--- src/rtl/uart_rx_seg_frontend_pkg.sv ---
// Shared constants for the UART front end and the downstream word detector:
// active-low 7-segment codes (bit7 = DP, kept dark) and the receiver state encoding.
package uart_rx_seg_frontend_pkg;

    localparam logic [7:0] SEG_H     = 8'b1000_1001;
    localparam logic [7:0] SEG_E     = 8'b1000_0110;
    localparam logic [7:0] SEG_L     = 8'b1100_0111;
    localparam logic [7:0] SEG_O     = 8'b1010_0011;
    localparam logic [7:0] SEG_BLANK = 8'hFF;
    localparam logic [7:0] SEG_DASH  = 8'hBF;

    localparam logic [7:0] SEG_DIGIT [0:9] = '{
        8'hC0, 8'hF9, 8'hA4, 8'hB0, 8'h99,
        8'h92, 8'h82, 8'hF8, 8'h80, 8'h90
    };

    typedef enum logic [2:0] {
        IDLE  = 3'd0,
        START = 3'd1,
        DATA  = 3'd2,
        STOP  = 3'd3,
        BREAK = 3'd4
    } rx_state_e;

    function automatic logic majority3(input logic a, input logic b, input logic c);
        return (a & b) | (a & c) | (b & c);
    endfunction

endpackage

--- src/rtl/uart_rx_seg_frontend_if.sv ---
// Output bundle of the UART front end as seen by the word-detector FSM.
interface uart_rx_seg_frontend_if;

    logic [7:0] RxD_data;
    logic [7:0] seg_data;
    logic       Rx_detect;
    logic       frame_err;
    logic       rx_busy;

    modport master (
        output RxD_data,
        output seg_data,
        output Rx_detect,
        output frame_err,
        output rx_busy
    );

    modport slave (
        input RxD_data,
        input seg_data,
        input Rx_detect,
        input frame_err,
        input rx_busy
    );

endinterface

--- src/rtl/uart_rx_seg_frontend_ascii_to_seg.sv ---
// ASCII to active-low 7-segment decoder; CR/LF request that the previous code be kept.
module ascii_to_seg
    import uart_rx_seg_frontend_pkg::*;
(
    input  logic [7:0] ascii_i,
    output logic [7:0] seg_o,
    output logic       hold_o
);

    logic [9:0] digit_hit;

    genvar gi;
    for (gi = 0; gi < 10; gi++) begin : g_digit
        assign digit_hit[gi] = (ascii_i == 8'(8'h30 + gi));
    end

    always_comb begin
        seg_o  = SEG_DASH;
        hold_o = 1'b0;
        case (ascii_i)
            8'h48, 8'h68: seg_o = SEG_H;
            8'h45, 8'h65: seg_o = SEG_E;
            8'h4C, 8'h6C: seg_o = SEG_L;
            8'h4F, 8'h6F: seg_o = SEG_O;
            8'h20:        seg_o = SEG_BLANK;
            8'h0D, 8'h0A: hold_o = 1'b1;
            default: begin
                for (int i = 0; i < 10; i++) begin
                    if (digit_hit[i]) begin
                        seg_o = SEG_DIGIT[i];
                    end
                end
            end
        endcase
    end

endmodule

--- src/rtl/uart_rx_seg_frontend.sv ---
// 8N1 UART receiver with 3-sample majority voting that registers each accepted byte
// together with its 7-segment code and strobes Rx_detect / frame_err for one clock.
module uart_rx_seg_frontend #(
    parameter int CLK_FREQ   = 50000000,
    parameter int BAUD       = 115200,
    parameter int OVERSAMPLE = 16
) (
    input  logic                          clk,
    input  logic                          rst,
    input  logic                          RxD,
    uart_rx_seg_frontend_if.master        rx_o
);

    import uart_rx_seg_frontend_pkg::*;

    localparam int DIV   = CLK_FREQ / (BAUD * OVERSAMPLE);
    localparam int DIV_W = (DIV > 2) ? $clog2(DIV) : 1;
    localparam int OS_W  = $clog2(OVERSAMPLE);

    localparam logic [DIV_W-1:0] DIV_LAST = DIV_W'(DIV - 1);
    localparam logic [OS_W-1:0]  T_LO     = OS_W'(OVERSAMPLE / 2 - 1);
    localparam logic [OS_W-1:0]  T_MID    = OS_W'(OVERSAMPLE / 2);
    localparam logic [OS_W-1:0]  T_HI     = OS_W'(OVERSAMPLE / 2 + 1);
    localparam logic [OS_W-1:0]  T_LAST   = OS_W'(OVERSAMPLE - 1);

    if (DIV < 2) begin : g_div_check
        $error("uart_rx_seg_frontend: CLK_FREQ/(BAUD*OVERSAMPLE) must be at least 2");
    end
    if ((OVERSAMPLE < 8) || (OVERSAMPLE % 2 != 0)) begin : g_os_check
        $error("uart_rx_seg_frontend: OVERSAMPLE must be even and >= 8");
    end

    logic             rx_meta_q;
    logic             rxs_q;
    logic [DIV_W-1:0] div_cnt_q;
    logic [OS_W-1:0]  tick_cnt_q;
    logic             samp_lo_q;
    logic             samp_mid_q;
    rx_state_e        state_q;
    logic [2:0]       bit_idx_q;
    logic [7:0]       shift_q;
    logic [7:0]       rxd_data_q;
    logic [7:0]       seg_data_q;
    logic             rx_detect_q;
    logic             frame_err_q;

    logic             tick;
    logic             vote_now;
    logic             bit_end;
    logic             vote_d;
    logic [7:0]       seg_d;
    logic             seg_hold_d;

    assign tick     = (div_cnt_q == DIV_LAST);
    assign vote_now = tick && (tick_cnt_q == T_HI);
    assign bit_end  = tick && (tick_cnt_q == T_LAST);
    // The third sample is taken live on the vote tick, so the decision needs no extra cycle.
    assign vote_d   = majority3(samp_lo_q, samp_mid_q, rxs_q);

    ascii_to_seg u_ascii_to_seg (
        .ascii_i (shift_q),
        .seg_o   (seg_d),
        .hold_o  (seg_hold_d)
    );

    always_ff @(posedge clk) begin
        if (rst) begin
            rx_meta_q   <= 1'b1;
            rxs_q       <= 1'b1;
            div_cnt_q   <= '0;
            tick_cnt_q  <= '0;
            samp_lo_q   <= 1'b1;
            samp_mid_q  <= 1'b1;
            state_q     <= IDLE;
            bit_idx_q   <= '0;
            shift_q     <= '0;
            rxd_data_q  <= 8'h00;
            seg_data_q  <= 8'hFF;
            rx_detect_q <= 1'b0;
            frame_err_q <= 1'b0;
        end else begin
            rx_meta_q   <= RxD;
            rxs_q       <= rx_meta_q;
            rx_detect_q <= 1'b0;
            frame_err_q <= 1'b0;

            div_cnt_q <= tick ? '0 : div_cnt_q + DIV_W'(1);
            if (tick) begin
                tick_cnt_q <= (tick_cnt_q == T_LAST) ? '0 : tick_cnt_q + OS_W'(1);
                if (tick_cnt_q == T_LO) begin
                    samp_lo_q <= rxs_q;
                end
                if (tick_cnt_q == T_MID) begin
                    samp_mid_q <= rxs_q;
                end
            end

            case (state_q)
                IDLE: begin
                    if (!rxs_q) begin
                        state_q    <= START;
                        div_cnt_q  <= '0;
                        tick_cnt_q <= '0;
                    end
                end
                START: begin
                    if (vote_now && vote_d) begin
                        state_q <= IDLE;
                    end else if (bit_end) begin
                        state_q   <= DATA;
                        bit_idx_q <= '0;
                    end
                end
                DATA: begin
                    if (vote_now) begin
                        shift_q <= {vote_d, shift_q[7:1]};
                    end
                    if (bit_end) begin
                        if (bit_idx_q == 3'd7) begin
                            state_q <= STOP;
                        end else begin
                            bit_idx_q <= bit_idx_q + 3'd1;
                        end
                    end
                end
                STOP: begin
                    // Leaving mid-stop-bit lets IDLE catch a start bit that follows immediately.
                    if (vote_now) begin
                        if (vote_d) begin
                            rxd_data_q  <= shift_q;
                            rx_detect_q <= 1'b1;
                            if (!seg_hold_d) begin
                                seg_data_q <= seg_d;
                            end
                            state_q <= IDLE;
                        end else begin
                            frame_err_q <= 1'b1;
                            state_q     <= BREAK;
                        end
                    end
                end
                BREAK: begin
                    if (rxs_q) begin
                        state_q <= IDLE;
                    end
                end
                default: state_q <= IDLE;
            endcase
        end
    end

    assign rx_o.RxD_data  = rxd_data_q;
    assign rx_o.seg_data  = seg_data_q;
    assign rx_o.Rx_detect = rx_detect_q;
    assign rx_o.frame_err = frame_err_q;
    assign rx_o.rx_busy   = (state_q != IDLE);

endmodule

--- src/flat_wrapper.sv ---
// flat-port wrapper written by rule: the top's interface ports become plain ports
module uart_rx_seg_frontend_flat import uart_rx_seg_frontend_pkg::*;
#(
    parameter int CLK_FREQ   = 50000000,
    parameter int BAUD       = 115200,
    parameter int OVERSAMPLE = 16
)
  (clk, rst, RxD, rx_o_RxD_data, rx_o_seg_data, rx_o_Rx_detect, rx_o_frame_err, rx_o_rx_busy);
  uart_rx_seg_frontend_if rx_o_i ();
  input  logic clk;
  input  logic rst;
  input  logic RxD;
  output wire logic [$bits(rx_o_i.RxD_data)-1:0] rx_o_RxD_data;
  output wire logic [$bits(rx_o_i.seg_data)-1:0] rx_o_seg_data;
  output wire logic [$bits(rx_o_i.Rx_detect)-1:0] rx_o_Rx_detect;
  output wire logic [$bits(rx_o_i.frame_err)-1:0] rx_o_frame_err;
  output wire logic [$bits(rx_o_i.rx_busy)-1:0] rx_o_rx_busy;
  assign rx_o_RxD_data = rx_o_i.RxD_data;
  assign rx_o_seg_data = rx_o_i.seg_data;
  assign rx_o_Rx_detect = rx_o_i.Rx_detect;
  assign rx_o_frame_err = rx_o_i.frame_err;
  assign rx_o_rx_busy = rx_o_i.rx_busy;
  uart_rx_seg_frontend #(.CLK_FREQ(CLK_FREQ), .BAUD(BAUD), .OVERSAMPLE(OVERSAMPLE)) u_core (.clk(clk), .rst(rst), .RxD(RxD), .rx_o(rx_o_i));
endmodule
--- config.mk ---
export PLATFORM = sky130hd
export DESIGN_NAME = uart_rx_seg_frontend_flat
export DESIGN_NICKNAME = d
export VERILOG_FILES = /design/src/rtl/uart_rx_seg_frontend_pkg.sv /design/src/rtl/uart_rx_seg_frontend_if.sv /design/src/rtl/uart_rx_seg_frontend_ascii_to_seg.sv /design/src/rtl/uart_rx_seg_frontend.sv /design/src/flat_wrapper.sv
export SDC_FILE = /design/constraint.sdc
export NUM_CORES = 1
export LEC_CHECK = 0
export BUFFER_PORTS_ARGS = -buffer_cell sky130_fd_sc_hd__buf_4
export CAP_MARGIN = 20
export CORE_MARGIN = 2
export CORE_UTILIZATION = 42
export DETAILED_ROUTE_END_ITERATION = 8
export PLACE_DENSITY = 0.72
export SYNTH_ARGS = -nofsm -noshare
export SYNTH_HDL_FRONTEND = slang
export SYNTH_SLANG_ARGS = --single-unit
--- constraint.sdc ---
create_clock -name clk -period 3.15 [get_ports clk]
set_input_delay 0.63 -clock clk [delete_from_list [all_inputs] [get_ports clk]]
set_output_delay 0.63 -clock clk [all_outputs]
set_load 0.01 [all_outputs]
==> results of run 1 <==
[power groups by stage]
stage	Sequential [mW]	Combinational (mW)	Clock, mW
final	0.567	0.0286	0.360
after detailed placement	0.580	0.0286	0
after floorplan	0.578	0.0234	0
after CTS	0.567	0.0291	0.373
after global placement	0.580	0.0280	0
after global routing	0.568	0.0321	0.392
[layout make-up]
| type | count | area (sq um) | area share |
|---|---|---|---|
| multi-input cells | 206 | 1378 | 0.5255 |
| clock inverters | 2 | 10.01 | 0.003819 |
| flip-flops and latches | 44 | 880.8 | 0.3360 |
| clock buffers | 6 | 82.58 | 0.03150 |
| repair buffers | 21 | 157.7 | 0.06014 |
| inverters | 6 | 22.52 | 0.008592 |
| well taps | 72 | 90.09 | 0.03437 |
[sequential cells by signal, indices dropped and copies added, names as in the netlist]
register               flops
u_core.rx_o.seg_data       7
u_core.shift_q             8
u_core.div_cnt_q           5
u_core.state_q             3
u_core.rxs_q               1
u_core.samp_lo_q           1
u_core.rx_meta_q           1
u_core.rx_o.RxD_data       8
u_core.samp_mid_q          1
u_core.tick_cnt_q          4
u_core.bit_idx_q           3
u_core.rx_o.Rx_detect      1
u_core.rx_o.frame_err      1
[routing by layer]
metal	share of wire	global-route usage	vias to the layer above	routed length, microns
li1	-	-	1001	-
met1	0.46	0.2021	922	2214
met2	0.48	0.2521	35	2307
met3	0.030	0.02715	10	145
met4	0.024	0.08103	0	115
met5	0	0	-	0
[cell families (layout without fill, tap and decap cells)]
| kind of cell | after synthesis | in the layout |
|---|---|---|
| AND/OR/NAND/NOR | 117 | 117 |
| AO/OA/AOI/OAI | 55 | 55 |
| flip-flops | 44 | 44 |
| buffers and inverters | 28 | 35 |
| multiplexers | 20 | 20 |
| adder cells (fa/ha/maj) | 8 | 8 |
| XOR/XNOR | 5 | 5 |
| other | 1 | 1 |
[critical path: cells and delay by family, from the launching register on]
kind                     cells  cell delay, ns
AO/OA/AOI/OAI                2            0.67
adder cells (fa/ha/maj)      1            0.14
buffers and inverters        1            0.06
flip-flops                   1            0.34
AND/OR/NAND/NOR              2            0.87
[worst paths after layout]
| kind | start | end | slack [ns] | depth (start not counted) |
|---|---|---|---|---|
| hold reg to reg | u_core.rx_meta_q$_SDFF_PP1_ | u_core.rxs_q$_SDFF_PP1_ | 0.42 | 1 |
| hold / removal | u_core.rx_meta_q$_SDFF_PP1_ | u_core.rxs_q$_SDFF_PP1_ | 0.42 | 1 |
| setup reg to reg | u_core.div_cnt_q[0]$_SDFF_PP0_ | u_core.rx_o.seg_data[0]$_SDFFE_PP1P_ | 0.94 | 6 |
| setup / recovery | u_core.div_cnt_q[0]$_SDFF_PP0_ | u_core.rx_o.seg_data[0]$_SDFFE_PP1P_ | 0.94 | 6 |
[metrics by stage]
stage | power (mW) | setup WS, ns | std cells | utilization | cell area [sq um]
finish | 0.9557 | 0.9425 | 357 | 0.4760 | 2621
global route | 0.9927 | 0.8301 | 357 | 0.4760 | 2621
CTS | 0.9691 | 0.9438 | 357 | 0.4760 | 2621
detailed placement | 0.6087 | 1.008 | 349 | 0.4592 | 2529
global placement | 0.6080 | 1.005 | 349 | 0.4592 | 2529
floorplan | 0.6010 | 1.406 | 278 | - | 2400
[layout by cell type, fill, tap and decap left out, drive strengths merged, types with 3 or more instances in the layout]
cell type  Yosys  routed
nand4b         3       3
ha             7       7
xor2           4       4
nand3          4       4
a211oi         4       4
nor2b          4       4
or3            6       6
clkbuf         7       6
nand2         14      14
a21oi         15      15
nor3          11      11
mux2i         19      19
o21ai         12      12
inv            6       6
nand4          3       3
nand3b         4       4
and3b          3       3
or2            3       3
buf           15      21
a31oi          5       5
dfxtp         44      44
nor2          48      48
nand4bb        3       3
==> flow_summary.yaml, run 1 <==
synthesis:
  synth_commonest_cells: "45 x nor2_1, 44 x dfxtp_1, 19 x mux2i_1"
  synthAdderAreaFrac: 0.04119
  yosys_warnings: 0
  synth_edf_count: 0
  synth-xor-area-share: 0.01825
  synth_cells: 278
  synth-seq-area-share: 0.3670
  synth_top_area_cell: "dfxtp_1"
  syn_area_per_cell_sq_um: 8.632
  yosys.area_share.simple: 0.2659
  synth-seq-cells: 44
  ys_dominant_reg_cell: "dfxtp_1"
  netlist_area_sq_um: 2400
  synth_top_family_by_area: "simple AND/OR/NAND/NOR gates"
  synth.top_cell.area_share: 0.3670
  synth_mux_area_frac: 0.08551
  synth_cell_types: 63
  syn-num-nets: 288
  yosysMostFrequentCell: "nor2_1"
  synth.area.top_cells: "dfxtp_1 37%, mux2i_1 7.9%, nor2_1 7.0%"
  synth-compound-area-share: 0.1616
  synth-async-reset-ratio: 0
final_layout:
  antenna_cells: 0
  area_growth_pct: 9.228
  drive_gt1_frac: 0.1509
  fin_nets: 294
  fill_cells: 518
place:
  place_hpwl_microns: 3284
  gp_congestion: 0.7978
  port_buffers: 20
sta:
  slew_violations: 0
  fin_skew_ns: 0.006535
  grt_setup_unrepaired: "false"
  slew_headroom: 0.5374
  fin_crit_sh: 0.7008
  worst_pin_slew_ns: 0.6930
  hold_viol: 0
  finalSetupViolCount: 0
  finalSetupTns_ns: 0
  period_needed_ns: 2.207
  fin_hold_ws_ns: 0.4178
  fmaxAchievable_mhz: 453.0
die:
  pin_count: 22
  rows: 27
  die_width_microns: 79.59
  dieArea_sq_um: 6335
  core_area_sq_um: 5507
  die_h_microns: 79.59
  start_util: 0.4358
power:
  power.leakage_nw: 1.088
  power_frac_clock: 0.377
  power_frac_comb: 0.030
  pwr-share-seq: 0.593
  switching_share: 0.2185
  vdd_drop_max_mv: 0.2481
  p_per_area_nw_per_um2: 364.6
  internal-power_mw: 0.7468
  p_sw_mw: 0.2089
cts:
  clock_latency_ns: 0.30
  cts_sinks: 44
  ctsHoldBuffers: 0
  cts_tree: "built"
  cts-root-buf: "clkbuf_8"
  postCtsSetupBuffers: 0
  cts_made_buffers: 5
  cts_max_path_buffers: 2
  cts_htree_levels: 2
  clk_pin_slew_ns: 0.08
  cts_resized: 0
setup_path:
  cpMaxStageDelayCell: "a2111oi_0"
  start_kind: "flop"
  crit_path_end_kind: "flop"
  cp_max_fo: 15
  critPathArrivalTime_ns: 2.38
  slowest_delay_ns: 0.57
  worstSetupPathType: "reg2reg"
  cp_data_required_time_ns: 3.32
  path_cells: "inv_1, ha_1, and4b_1, nand4_1, a2111oi_0, o21ai_1"
grt:
  grt_start_max_net_pins: 34
  grt-ovfl-total: 0
  grt_usage: 0.1573
  grt_pass1_wl_microns: 7907
  grt_pass1_vias: 1743
  antenna_found_initial: 0
detailed_routing:
  drtAntennaViolNets: 0
  drt_iter0_markers: 186
  wl_per_cell_microns: 13.40
  viasPerCell: 5.513
  num_vias: 1968
  drc: 0
  drt_wl_total_microns: 4783
  firstDrtPassIters: 4
flow_run:
  maxCapViolCount: 0
worst_hold_path:
  hold_path.class: "reg2reg"
status:
  status: "finished, final reports clean"
Power figures use the tool's default switching activity.
==> run 2, diff against run 1 <==
--- a/config.mk
+++ b/config.mk
@@ -5,12 +5,13 @@
 export SDC_FILE = /design/constraint.sdc
 export NUM_CORES = 1
 export LEC_CHECK = 0
+export ABC_AREA = 1
 export BUFFER_PORTS_ARGS = -buffer_cell sky130_fd_sc_hd__buf_4
 export CAP_MARGIN = 20
 export CORE_MARGIN = 2
 export CORE_UTILIZATION = 42
 export DETAILED_ROUTE_END_ITERATION = 8
-export PLACE_DENSITY = 0.72
+export PLACE_DENSITY = 0.74
 export SYNTH_ARGS = -nofsm -noshare
 export SYNTH_HDL_FRONTEND = slang
 export SYNTH_SLANG_ARGS = --single-unit
==> constraint.sdc (replaced) <==
create_clock -name clk -period 1.9 [get_ports clk]
set_input_delay 0.38 -clock clk [delete_from_list [all_inputs] [get_ports clk]]
set_output_delay 0.38 -clock clk [all_outputs]
set_load 0.01 [all_outputs]
==> run 2 against run 1 <==
Against the previous run:
- cell count grew 18%
- clock power grew 100%
- sequential share of layout area grew 0.096 points
- power grew 85%
- synthesized cell count grew 17%
- global-route usage grew 1.0 points
- critical path type unchanged
- largest cell class unchanged
==> flow_summary.yaml, run 2 <==
status:
  status: "finished, final reports clean"
detailed_routing:
  drt_iter0_markers: 72
  wl_per_cell_microns: 11.19
  viasPerCell: 4.876
  drt_wl_total_microns: 4698
  num_vias: 2048
  drc: 0
  drtAntennaViolNets: 0
  firstDrtPassIters: 4
final_layout:
  layout_commonest_cell: "nand2_1"
  drive_gt1_frac: 0.1571
  final_cell_count_no_fill: 420
  antenna_cells: 0
  area_growth_pct: 15.67
  utilization: 0.5085
  fin_nets: 359
  final_area_sq_um: 2614
  final_cell_mix: "67 x nand2_1, 44 x nor2_1, 44 x dfxtp_1, 34 x inv_1, 27 x a21oi_1"
synthesis:
  synth_commonest_cells: "67 x nand2_1, 44 x dfxtp_1, 44 x nor2_1"
  synth-seq-cells: 44
  syn_area_per_cell_sq_um: 6.953
  synth_edf_count: 0
  synth-async-reset-ratio: 0
  syn-num-nets: 335
  ys_dominant_reg_cell: "dfxtp_1"
  netlist_area_sq_um: 2260
  synth_top_area_cell: "dfxtp_1"
  synth-seq-area-share: 0.3898
  synth.area.top_cells: "dfxtp_1 39%, nand2_1 11%, nor2_1 7.3%"
  synth_cells: 325
  synth_cell_types: 33
  yosysMostFrequentCell: "nand2_1"
  yosys_warnings: 0
  synth.top_cell.area_share: 0.3898
sta:
  fin_crit_sh: 0.8742
  fmaxAchievable_mhz: 602.1
  fin_skew_ns: 0.006972
  finalSetupTns_ns: 0
  period_needed_ns: 1.661
  hold_viol: 0
  slew_violations: 0
  finalSetupViolCount: 0
  grt_setup_unrepaired: "false"
setup_path:
  crit_path_end_kind: "flop"
  cp_data_required_time_ns: 2.09
  worstSetupPathType: "reg2reg"
  reg2reg_slack_ns: 0.24
  worstReg2RegEnd: "u_core.bit_idx_q[1]$_SDFFE_PP0P_"
  cp_max_fo: 8
  start_kind: "flop"
  rr_startpoint: "u_core.div_cnt_q[0]$_SDFF_PP0_"
  critPathArrivalTime_ns: 1.85
  rr_worst_depth: 11
flow_run:
  maxCapViolCount: 0
place:
  place_hpwl_microns: 3538
  dp.cells: 412
  gp_congestion: 0.9226
  dpl_cell_area_sq_um: 2489
  port_buffers: 20
cts:
  cts_made_buffers: 5
  cts-root-buf: "clkbuf_8"
  cts_sinks: 44
  cts_max_path_buffers: 2
  cts_htree_levels: 2
  cts_tree: "built"
  postCtsSetupBuffers: 0
  clk_pin_slew_ns: 0.09
  clock_latency_ns: 0.30
worst_hold_path:
  hp-start: "RxD"
  hold_path.class: "in2reg"
  hold_path_depth: 2
  hold_end: "u_core.rx_meta_q$_SDFF_PP1_"
power:
  p_per_area_nw_per_um2: 678.0
  vdd_drop_max_mv: 0.3194
  power.leakage_nw: 1.183
grt:
  grt_pass1_vias: 1943
  grt_usage: 0.1677
  grt_start_max_net_pins: 21
  grt_pass1_wl_microns: 8259
  grt-ovfl-total: 0
  antenna_found_initial: 0
die:
  rows: 26
  die_h_microns: 77.35
  dieArea_sq_um: 5983
  pin_count: 22
  die_width_microns: 77.35
  core_area_sq_um: 5140
  start_util: 0.4396
-- run 2: cell types whose count changed after synthesis, moves of 5 or more --
cell     change
a21oi_1     +12
buf_2        -7
inv_2        +5
o21ai_0     +17
inv_1       +29
mux2i_1     -19
nand3_1     +22
nand2_1     +53
or3_1        -6
-- run 2: repair_timing --
| action | in CTS | in global routing |
|---|---|---|
| resized for setup | 0 | 2 |
| endpoints found under the setup margin | 0 | 9 |
| hold buffers | 0 | 0 |
-- run 2: final cells by class --
class	instances	area [sq um]
clock buffers	5	68.82
clock inverters	3	46.29
repair buffers	23	172.7
flip-flops and latches	44	880.8
multi-input cells	234	1201
fillers	542	2526
inverters	41	156.4
well taps	70	87.58
-- run 2: worst max path at each step --
stage | slack [ns] | depth (start not counted) | startpoint | endpoint
finish | 0.24 | 11 | u_core.div_cnt_q[0]$_SDFF_PP0_ | u_core.bit_idx_q[1]$_SDFFE_PP0P_
global route | 0.02 | 10 | u_core.div_cnt_q[1]$_SDFF_PP0_ | u_core.bit_idx_q[1]$_SDFFE_PP0P_
CTS | 0.18 | 10 | u_core.tick_cnt_q[0]$_SDFF_PP0_ | u_core.bit_idx_q[1]$_SDFFE_PP0P_
detailed placement | 0.22 | 7 | u_core.div_cnt_q[0]$_SDFF_PP0_ | u_core.shift_q[7]$_SDFFE_PP0P_
global placement | 0.27 | 7 | u_core.div_cnt_q[0]$_SDFF_PP0_ | u_core.shift_q[5]$_SDFFE_PP0P_
floorplan | 0.37 | 11 | u_core.div_cnt_q[0]$_SDFF_PP0_ | u_core.rx_o.seg_data[1]$_SDFFE_PP1P_
-- run 2: report_power, final --
group	switching (mW)	internal (mW)	total (mW)
logic	0.0617	0.0351	0.0968
registers	0.00968	0.933	0.943
clock network	0.337	0.396	0.733
total	0.408	1.36	1.77
-- run 2: per-layer routing --
metal / vias to the layer above / wire length [microns] / global-route usage
met2: 26 / 2303 / 0.3087
met5: - / 0 / 0
met3: 7 / 122 / 0.02907
met4: 0 / 91 / 0.06786
met1: 923 / 2181 / 0.1907
li1: 1092 / - / -
-- run 2: cells by family after synthesis --
| family | Yosys count | synth area share |
|---|---|---|
| adders and majority gates | 7 | 0.03876 |
| buffers and inverters | 47 | 0.08305 |
| AOI/OAI and AO/OA | 62 | 0.1473 |
| xor gates and xnor gates | 4 | 0.01551 |
| and+or+nand+nor | 160 | 0.3239 |
| DFF | 44 | 0.3898 |
| other | 1 | 0.001660 |
-- run 2: worst max-delay path: stages (launching register included) --
cell	delay [ns]
dfxtp_1	0.34
inv_1	0.06
ha_1	0.14
nand2_1	0.08
nor2_4	0.23
nand3_4	0.14
nand2_1	0.11
nand2_1	0.06
nand2_1	0.07
inv_1	0.08
o21ai_0	0.17
nor2_1	0.06
-- run 2: metrics by stage --
stage               hold slack [ns]  power, mW  setup WS [ns]
detailed placement           0.3966      1.061         0.2194
finish                       0.2680      1.772         0.2391
global route                 0.2645      1.837        0.02198
CTS                          0.2670      1.792         0.1822
global placement             0.3955      1.058         0.2669
floorplan                    0.3895      1.033         0.3699
